$ cat config.mk
export PLATFORM = sky130hd
export DESIGN_NAME = multicycle_control
export DESIGN_NICKNAME = d
export VERILOG_FILES = /design/src/rtl/multicycle_pkg.sv /design/src/rtl/multicycle_control_alu_decoder.sv /design/src/rtl/multicycle_control.sv
export SDC_FILE = /design/constraint.sdc
export NUM_CORES = 1
export LEC_CHECK = 0
export BUFFER_PORTS_ARGS = -buffer_cell sky130_fd_sc_hd__clkbuf_2
export CORE_MARGIN = 1.5
export CORE_UTILIZATION = 33
export DETAILED_ROUTE_END_ITERATION = 6
export PLACE_DENSITY = 0.78
export SETUP_SLACK_MARGIN = 0.1
export SLEW_MARGIN = 20
export SYNTH_ARGS = -nofsm -noshare
export SYNTH_HDL_FRONTEND = slang
export SYNTH_SLANG_ARGS = --single-unit
$ cat constraint.sdc
create_clock -name clk -period 1.49 [get_ports clk]
set_input_delay 0.2235 -clock clk [delete_from_list [all_inputs] [get_ports clk]]
set_output_delay 0.2235 -clock clk [all_outputs]
set_load 0.005 [all_outputs]
$ cat src/rtl/multicycle_pkg.sv
// Shared encodings for the reduced RISC-V multicycle controller: FSM states,
// opcodes, ALU operations and the mux-select codes the datapath blocks decode.
// Ports: none (package only).
package multicycle_pkg;

  typedef enum logic [3:0] {
    S_FETCH    = 4'd0,
    S_DECODE   = 4'd1,
    S_MEMADR   = 4'd2,
    S_MEMREAD  = 4'd3,
    S_MEMWB    = 4'd4,
    S_MEMWRITE = 4'd5,
    S_EXECR    = 4'd6,
    S_EXECI    = 4'd7,
    S_ALUWB    = 4'd8,
    S_BRANCH   = 4'd9,
    S_ERROR    = 4'd10
  } state_e;

  // Which ALU decode rule applies in the current state.
  typedef enum logic [1:0] {
    ALU_CLS_ADD = 2'd0,
    ALU_CLS_SUB = 2'd1,
    ALU_CLS_R   = 2'd2,
    ALU_CLS_I   = 2'd3
  } alu_cls_e;

  localparam logic [6:0] OPC_LOAD   = 7'b0000011;
  localparam logic [6:0] OPC_STORE  = 7'b0100011;
  localparam logic [6:0] OPC_OP_IMM = 7'b0010011;
  localparam logic [6:0] OPC_OP     = 7'b0110011;
  localparam logic [6:0] OPC_BRANCH = 7'b1100011;

  localparam logic [2:0] ALU_ADD = 3'b000;
  localparam logic [2:0] ALU_SUB = 3'b001;
  localparam logic [2:0] ALU_AND = 3'b010;
  localparam logic [2:0] ALU_OR  = 3'b011;
  localparam logic [2:0] ALU_SLT = 3'b101;

  localparam logic [1:0] IMM_I = 2'b00;
  localparam logic [1:0] IMM_S = 2'b01;
  localparam logic [1:0] IMM_B = 2'b10;

  localparam logic [1:0] RES_ALUOUT = 2'b00;
  localparam logic [1:0] RES_RDATA  = 2'b01;
  localparam logic [1:0] RES_ALU    = 2'b10;

  localparam logic [1:0] SRCA_PC    = 2'b00;
  localparam logic [1:0] SRCA_OLDPC = 2'b01;
  localparam logic [1:0] SRCA_RS1   = 2'b10;

  localparam logic [1:0] SRCB_RS2  = 2'b00;
  localparam logic [1:0] SRCB_IMM  = 2'b01;
  localparam logic [1:0] SRCB_FOUR = 2'b10;

endpackage

$ cat src/rtl/multicycle_control_alu_decoder.sv
// ALU operation decoder: maps (op_class, funct3, funct7[5]) to alu_control.
// Ports: op_class_i, funct3_i, funct7_5_i in; alu_control_o out.
// Purely combinational; funct7[5] only selects sub for register-register ops.
module alu_decoder
  import multicycle_pkg::*;
(
  input  alu_cls_e   op_class_i,
  input  logic [2:0] funct3_i,
  input  logic       funct7_5_i,
  output logic [2:0] alu_control_o
);

  always_comb begin
    alu_control_o = ALU_ADD;
    case (op_class_i)
      ALU_CLS_ADD: alu_control_o = ALU_ADD;
      ALU_CLS_SUB: alu_control_o = ALU_SUB;
      ALU_CLS_R, ALU_CLS_I: begin
        case (funct3_i)
          // addi has no subtract form, so funct7[5] is only honoured for OP
          3'b000:  alu_control_o = (op_class_i == ALU_CLS_R && funct7_5_i) ? ALU_SUB : ALU_ADD;
          3'b111:  alu_control_o = ALU_AND;
          3'b110:  alu_control_o = ALU_OR;
          3'b010:  alu_control_o = ALU_SLT;
          default: alu_control_o = ALU_ADD;
        endcase
      end
      default: alu_control_o = ALU_ADD;
    endcase
  end

endmodule

$ cat src/rtl/multicycle_control.sv
// Moore control FSM for the reduced RISC-V multicycle datapath (lw, sw, OP,
// OP-IMM, beq, bne). Stalls in FETCH/MEMREAD/MEMWRITE until mem_ready.
// Ports: clk, rst (sync, active-high), instr, zero, mem_ready in; datapath
// enables/selects, alu_control, imm_src, state_o and illegal out.
// Build option MULTICYCLE_CTRL_ILLEGAL_TRAP_EN: unknown opcodes trap into a
// sticky ERROR state; otherwise they retire as a NOP.
module multicycle_control
  import multicycle_pkg::*;
#(
  parameter int DATA_WIDTH = 32
) (
  input  logic                  clk,
  input  logic                  rst,
  input  logic [DATA_WIDTH-1:0] instr,
  input  logic                  zero,
  input  logic                  mem_ready,
  output logic                  pc_write,
  output logic                  ir_write,
  output logic                  adr_src,
  output logic                  mem_write,
  output logic                  reg_write,
  output logic [1:0]            result_src,
  output logic [1:0]            alu_src_a,
  output logic [1:0]            alu_src_b,
  output logic [2:0]            alu_control,
  output logic [1:0]            imm_src,
  output logic [3:0]            state_o,
  output logic                  illegal
);

  state_e     state_q, state_d;
  state_e     cur_state;
  alu_cls_e   alu_cls;
  logic [6:0] opcode;
  logic [2:0] funct3;
  logic       funct7_5;
  logic       pc_write_raw, ir_write_raw, mem_write_raw, reg_write_raw;

  assign opcode   = instr[6:0];
  assign funct3   = instr[14:12];
  assign funct7_5 = instr[30];

  logic unused_instr_bits;
  assign unused_instr_bits = ^{instr[DATA_WIDTH-1:31], instr[29:15], instr[11:7]};

  // While rst is high the outputs present FETCH, so the datapath sees a
  // clean fetch setup and no stale write from an abandoned instruction.
  assign cur_state = rst ? S_FETCH : state_q;
  assign state_o   = cur_state;

  always_ff @(posedge clk) begin
    if (rst) begin
      state_q <= S_FETCH;
    end else begin
      state_q <= state_d;
    end
  end

  always_comb begin
    state_d       = state_q;
    pc_write_raw  = 1'b0;
    ir_write_raw  = 1'b0;
    mem_write_raw = 1'b0;
    reg_write_raw = 1'b0;
    adr_src       = 1'b0;
    result_src    = RES_ALUOUT;
    alu_src_a     = SRCA_PC;
    alu_src_b     = SRCB_RS2;
    imm_src       = IMM_I;
    alu_cls       = ALU_CLS_ADD;

    case (cur_state)
      S_FETCH: begin
        alu_src_b    = SRCB_FOUR;
        result_src   = RES_ALU;
        ir_write_raw = mem_ready;
        pc_write_raw = mem_ready;
        if (mem_ready) state_d = S_DECODE;
      end
      S_DECODE: begin
        // ALUOut <= oldPC + B-immediate, ready for a taken branch
        alu_src_a = SRCA_OLDPC;
        alu_src_b = SRCB_IMM;
        imm_src   = IMM_B;
        case (opcode)
          OPC_LOAD, OPC_STORE: state_d = S_MEMADR;
          OPC_OP_IMM:          state_d = S_EXECI;
          OPC_OP:              state_d = S_EXECR;
          OPC_BRANCH:          state_d = S_BRANCH;
`ifdef MULTICYCLE_CTRL_ILLEGAL_TRAP_EN
          default:             state_d = S_ERROR;
`else
          default:             state_d = S_FETCH;
`endif
        endcase
      end
      S_MEMADR: begin
        alu_src_a = SRCA_RS1;
        alu_src_b = SRCB_IMM;
        imm_src   = (opcode == OPC_STORE) ? IMM_S : IMM_I;
        state_d   = (opcode == OPC_STORE) ? S_MEMWRITE : S_MEMREAD;
      end
      S_MEMREAD: begin
        adr_src = 1'b1;
        if (mem_ready) state_d = S_MEMWB;
      end
      S_MEMWB: begin
        result_src    = RES_RDATA;
        reg_write_raw = 1'b1;
        state_d       = S_FETCH;
      end
      S_MEMWRITE: begin
        // strobe and address stay steady across the whole stall
        adr_src       = 1'b1;
        mem_write_raw = 1'b1;
        if (mem_ready) state_d = S_FETCH;
      end
      S_EXECR: begin
        alu_src_a = SRCA_RS1;
        alu_src_b = SRCB_RS2;
        alu_cls   = ALU_CLS_R;
        state_d   = S_ALUWB;
      end
      S_EXECI: begin
        alu_src_a = SRCA_RS1;
        alu_src_b = SRCB_IMM;
        imm_src   = IMM_I;
        alu_cls   = ALU_CLS_I;
        state_d   = S_ALUWB;
      end
      S_ALUWB: begin
        result_src    = RES_ALUOUT;
        reg_write_raw = 1'b1;
        state_d       = S_FETCH;
      end
      S_BRANCH: begin
        alu_src_a  = SRCA_RS1;
        alu_src_b  = SRCB_RS2;
        alu_cls    = ALU_CLS_SUB;
        result_src = RES_ALUOUT;
        // beq/bne only; funct3[0] inverts the sense of the zero flag
        pc_write_raw = (funct3[2:1] == 2'b00) && (zero ^ funct3[0]);
        state_d      = S_FETCH;
      end
      S_ERROR: begin
`ifdef MULTICYCLE_CTRL_ILLEGAL_TRAP_EN
        state_d = S_ERROR;
`else
        state_d = S_FETCH;
`endif
      end
      default: state_d = S_FETCH;
    endcase
  end

  assign pc_write  = pc_write_raw  & ~rst;
  assign ir_write  = ir_write_raw  & ~rst;
  assign mem_write = mem_write_raw & ~rst;
  assign reg_write = reg_write_raw & ~rst;

`ifdef MULTICYCLE_CTRL_ILLEGAL_TRAP_EN
  logic illegal_q;

  always_ff @(posedge clk) begin
    if (rst) begin
      illegal_q <= 1'b0;
    end else if (state_d == S_ERROR) begin
      illegal_q <= 1'b1;
    end
  end

  assign illegal = illegal_q & ~rst;
`else
  assign illegal = 1'b0;
`endif

  alu_decoder u_alu_decoder (
    .op_class_i    (alu_cls),
    .funct3_i      (funct3),
    .funct7_5_i    (funct7_5),
    .alu_control_o (alu_control)
  );

endmodule

==> impl_results.md <==
* Hold_buf cts at 0
* Critical Path, Cell by Cell: nor2b_4, nor2_2, nand3_2, o41ai_2, buf_2
* Fillers at approximately 110
* Vias in the first global route at 748
* Final period utilization at 1.198
* FF/Latch Area at about 95 um^2
* Top cells by area, synth: dfxtp_1, buf_6, nor2_1
* Pwr Density at 327.0 mW/mm^2
* Dominant synthesized flop cell: dfxtp_1
* Crit-path slowest cell: o41ai_2
* Routability cong. at between 0.8 and 0.9
* Yosys warns at 0
* CP max FO at 6
* Via count at between 900 and 1000
* Sw Pwr at about 0.00013 W
* Failing checks: negative setup slack
* DP HPWL at between 1000 and 1500 um
* Critical Path Sink Type: primary output
* Die Wd at between 40 and 50 um
* Root buffer cell: clkbuf_4
* Crit path largest cell delay at between 0.3 and 0.4 ns
* CTS tree: built
* Peak Freq at between 500 and 600 MHz
* Max-cap violations at 0
* RSZ-0062 raised after global routing: true
* # H-tree levels at 1
* HP Class: in -> reg
* VDD IR-drop max at around 0.39 mV
* Syn Area/Cell at between 7 and 8 um^2
* Initial drt markers at 34
* Post-synthesis async set-or-reset flop share at 0
* Tot Pwr at between 0.0004 and 0.0005 W
* Initial antenna violation count at 0
* Pre-antenna DRT Iters at 4
* PortBufs at 34
* Multi-input gate area at around 600 um^2
* Worst-Margin Slew at 0.4936 ns
* Antenna-violating nets left at 0
* Largest register FFs at 4
* Mapped Area at between 500 and 600 um^2
* CTS Buffer Depth at 2
* Register area share after synthesis at 0.1345
* P&R area growth vs syn at 106.3%
* Rows at 15
* Clk_lat worst skew at 0.25 ns
* Final clock skew at between 0.005 and 0.006 ns
* Final wirelength at roughly 2800 um
* Syn Nets at 119
* Clock power frac at 0.365
* Final setup violating endpoints at 13
* Headroom to the max-slew limit at 0.6667
* Synth cell types at 45
* Largest area contributor in the netlist: dfxtp_1
* Post-synthesis cell count at a little over 80
* Die H at between 40 and 50 um
* Clk slew on worst S/H paths at roughly 0.040 ns
* Global Route Usage Sum at 0.2277
* Most frequent cells in the layout: clkbuf_2, buf_4, buf_2, buf_6, nor2_1
* Leakage power at approximately 0.6 nW
* CP startpoint kind: flop
* Setup WS post-layout at -0.2944 ns
* Share of cells above drive strength 1 at 0.7273
* Comb pwr share at 0.369
* Largest register by flop count: state_q
* Seq cells post-synth at 4
* Pre-CTS WS at -0.01872 ns
* Routed len/inst at approximately 17 um
* Sequential share of power at 0.266
* Sw frac at 0.3314
* CP Class: reg -> out
* Internal at around 0.00027 W
* Placeable Area at 0.001708 mm^2
* Max Slew Vio Count at 0
* First-pass GRT wire length at between 3000 and 4000 um
* Status: finished, violations left
* Die ar. at roughly 0.0021 mm^2
* Final hold vios at 0
* Clock sink count at 4
* Grt total ovfl at 0
* # diodes at 0
* Post-synth top area share at 0.1345
* CP arrival at roughly 1.6 ns
* Regs by FF count: state_q: 4 flops
* Final net count at 181
* Pin count of the biggest net entering global routing at 8
* Via density at ~5.4
* Fin crit period at 1.784 ns
* Setup total negative slack at -1.748 ns
* EDFF count, synth at 0
* Worst endpoint required time at 1.27 ns
* I/O pin count at 57
* DRC violations left at 0
* TritonCTS buffer count at 3
* Starting Density at 0.3487
==> Yosys cell counts, types with 2 or more instances <==
| library cell | count |
|---|---|
| a21oi_1 | 3 |
| and2_1 | 2 |
| buf_4 | 3 |
| buf_6 | 3 |
| dfxtp_1 | 4 |
| inv_1 | 5 |
| nand2_1 | 4 |
| nand3_1 | 3 |
| nor2_1 | 8 |
| nor2b_1 | 4 |
| nor3_1 | 5 |
| nor3b_1 | 2 |
| nor4_1 | 2 |
| o21ai_0 | 3 |
| xnor2_1 | 2 |
==> worst paths after layout <==
| path | from | end | slack [ns] | cells past startpoint |
|---|---|---|---|---|
| setup / recovery | state_q[2] | pc_write | -0.29 | 5 |
| hold / removal | instr[6] | state_q[3] | 0.28 | 2 |
| setup reg to reg | state_q[1] | state_q[2] | 0.02 | 4 |
| hold reg to reg | state_q[0] | state_q[1] | 0.64 | 3 |
==> layer usage <==
layer | wire length [um] | track usage | vias to the layer above
met5 | 0 | 0 | -
met4 | 104 | 0.1471 | 0
met3 | 121 | 0.06746 | 12
met2 | 1492 | 0.3915 | 41
met1 | 1060 | 0.2370 | 429
li1 | - | - | 424
==> area by class of cell <==
cell class,count,share of cell area
Clock buffer,3,0.01833
Multi-Input combinational cell,66,0.4776
Inverter,6,0.02037
Timing Repair Buffer,64,0.3809
Tap cell,25,0.02546
Sequential cell,4,0.07739
==> worst max-delay path: cells and delay by family, from the launching register on <==
kind | cells | cell delay, ns
compound gates | 1 | 0.38
buf+inv | 1 | 0.17
flops | 1 | 0.36
simple gates | 3 | 0.40
==> power by group through the flow <==
stage          Sequential [W]  Clock [W]  Combinational (W)
3_5_place_dp         0.000113          0           0.000105
3_3_place_gp         0.000113          0           0.000101
5_1_grt              0.000107   0.000159           0.000158
4_1_cts              0.000108   0.000145           0.000117
6_report             0.000107   0.000147           0.000148
2_1_floorplan        0.000111          0          0.0000523
==> kinds of logic (layout without fill, tap and decap cells) <==
| kind of cell | after synthesis | count (layout) | synth area share |
|---|---|---|---|
| simple gates | 44 | 44 | 0.4538 |
| other cells | 1 | 1 | 0.006296 |
| compound gates | 17 | 17 | 0.2038 |
| xor+xnor | 3 | 3 | 0.04413 |
| flops | 4 | 4 | 0.1345 |
| buf+inv | 13 | 73 | 0.1407 |
| mux | 1 | 1 | 0.01681 |
==> metrics by stage <==
step	hold WS [ns]	std cells	utilization	instance area, um^2
after floorplan	0.3751	83	-	595.6
final	0.2835	168	0.7194	1229
after detailed placement	0.5332	155	0.5260	898.4
after global routing	0.2864	168	0.7194	1229
after global placement	0.5166	155	0.5260	898.4
after CTS	0.2813	163	0.6344	1084
==> repair_timing <==
item / 4_1_cts / 5_1_grt
endpoints found under the setup margin: 19 / 20
pin swaps: 8 / 13
setup buffers: 4 / 5
gates cloned: 1 / 0
resized for setup: 29 / 37
Power figures use the tool's default switching activity.
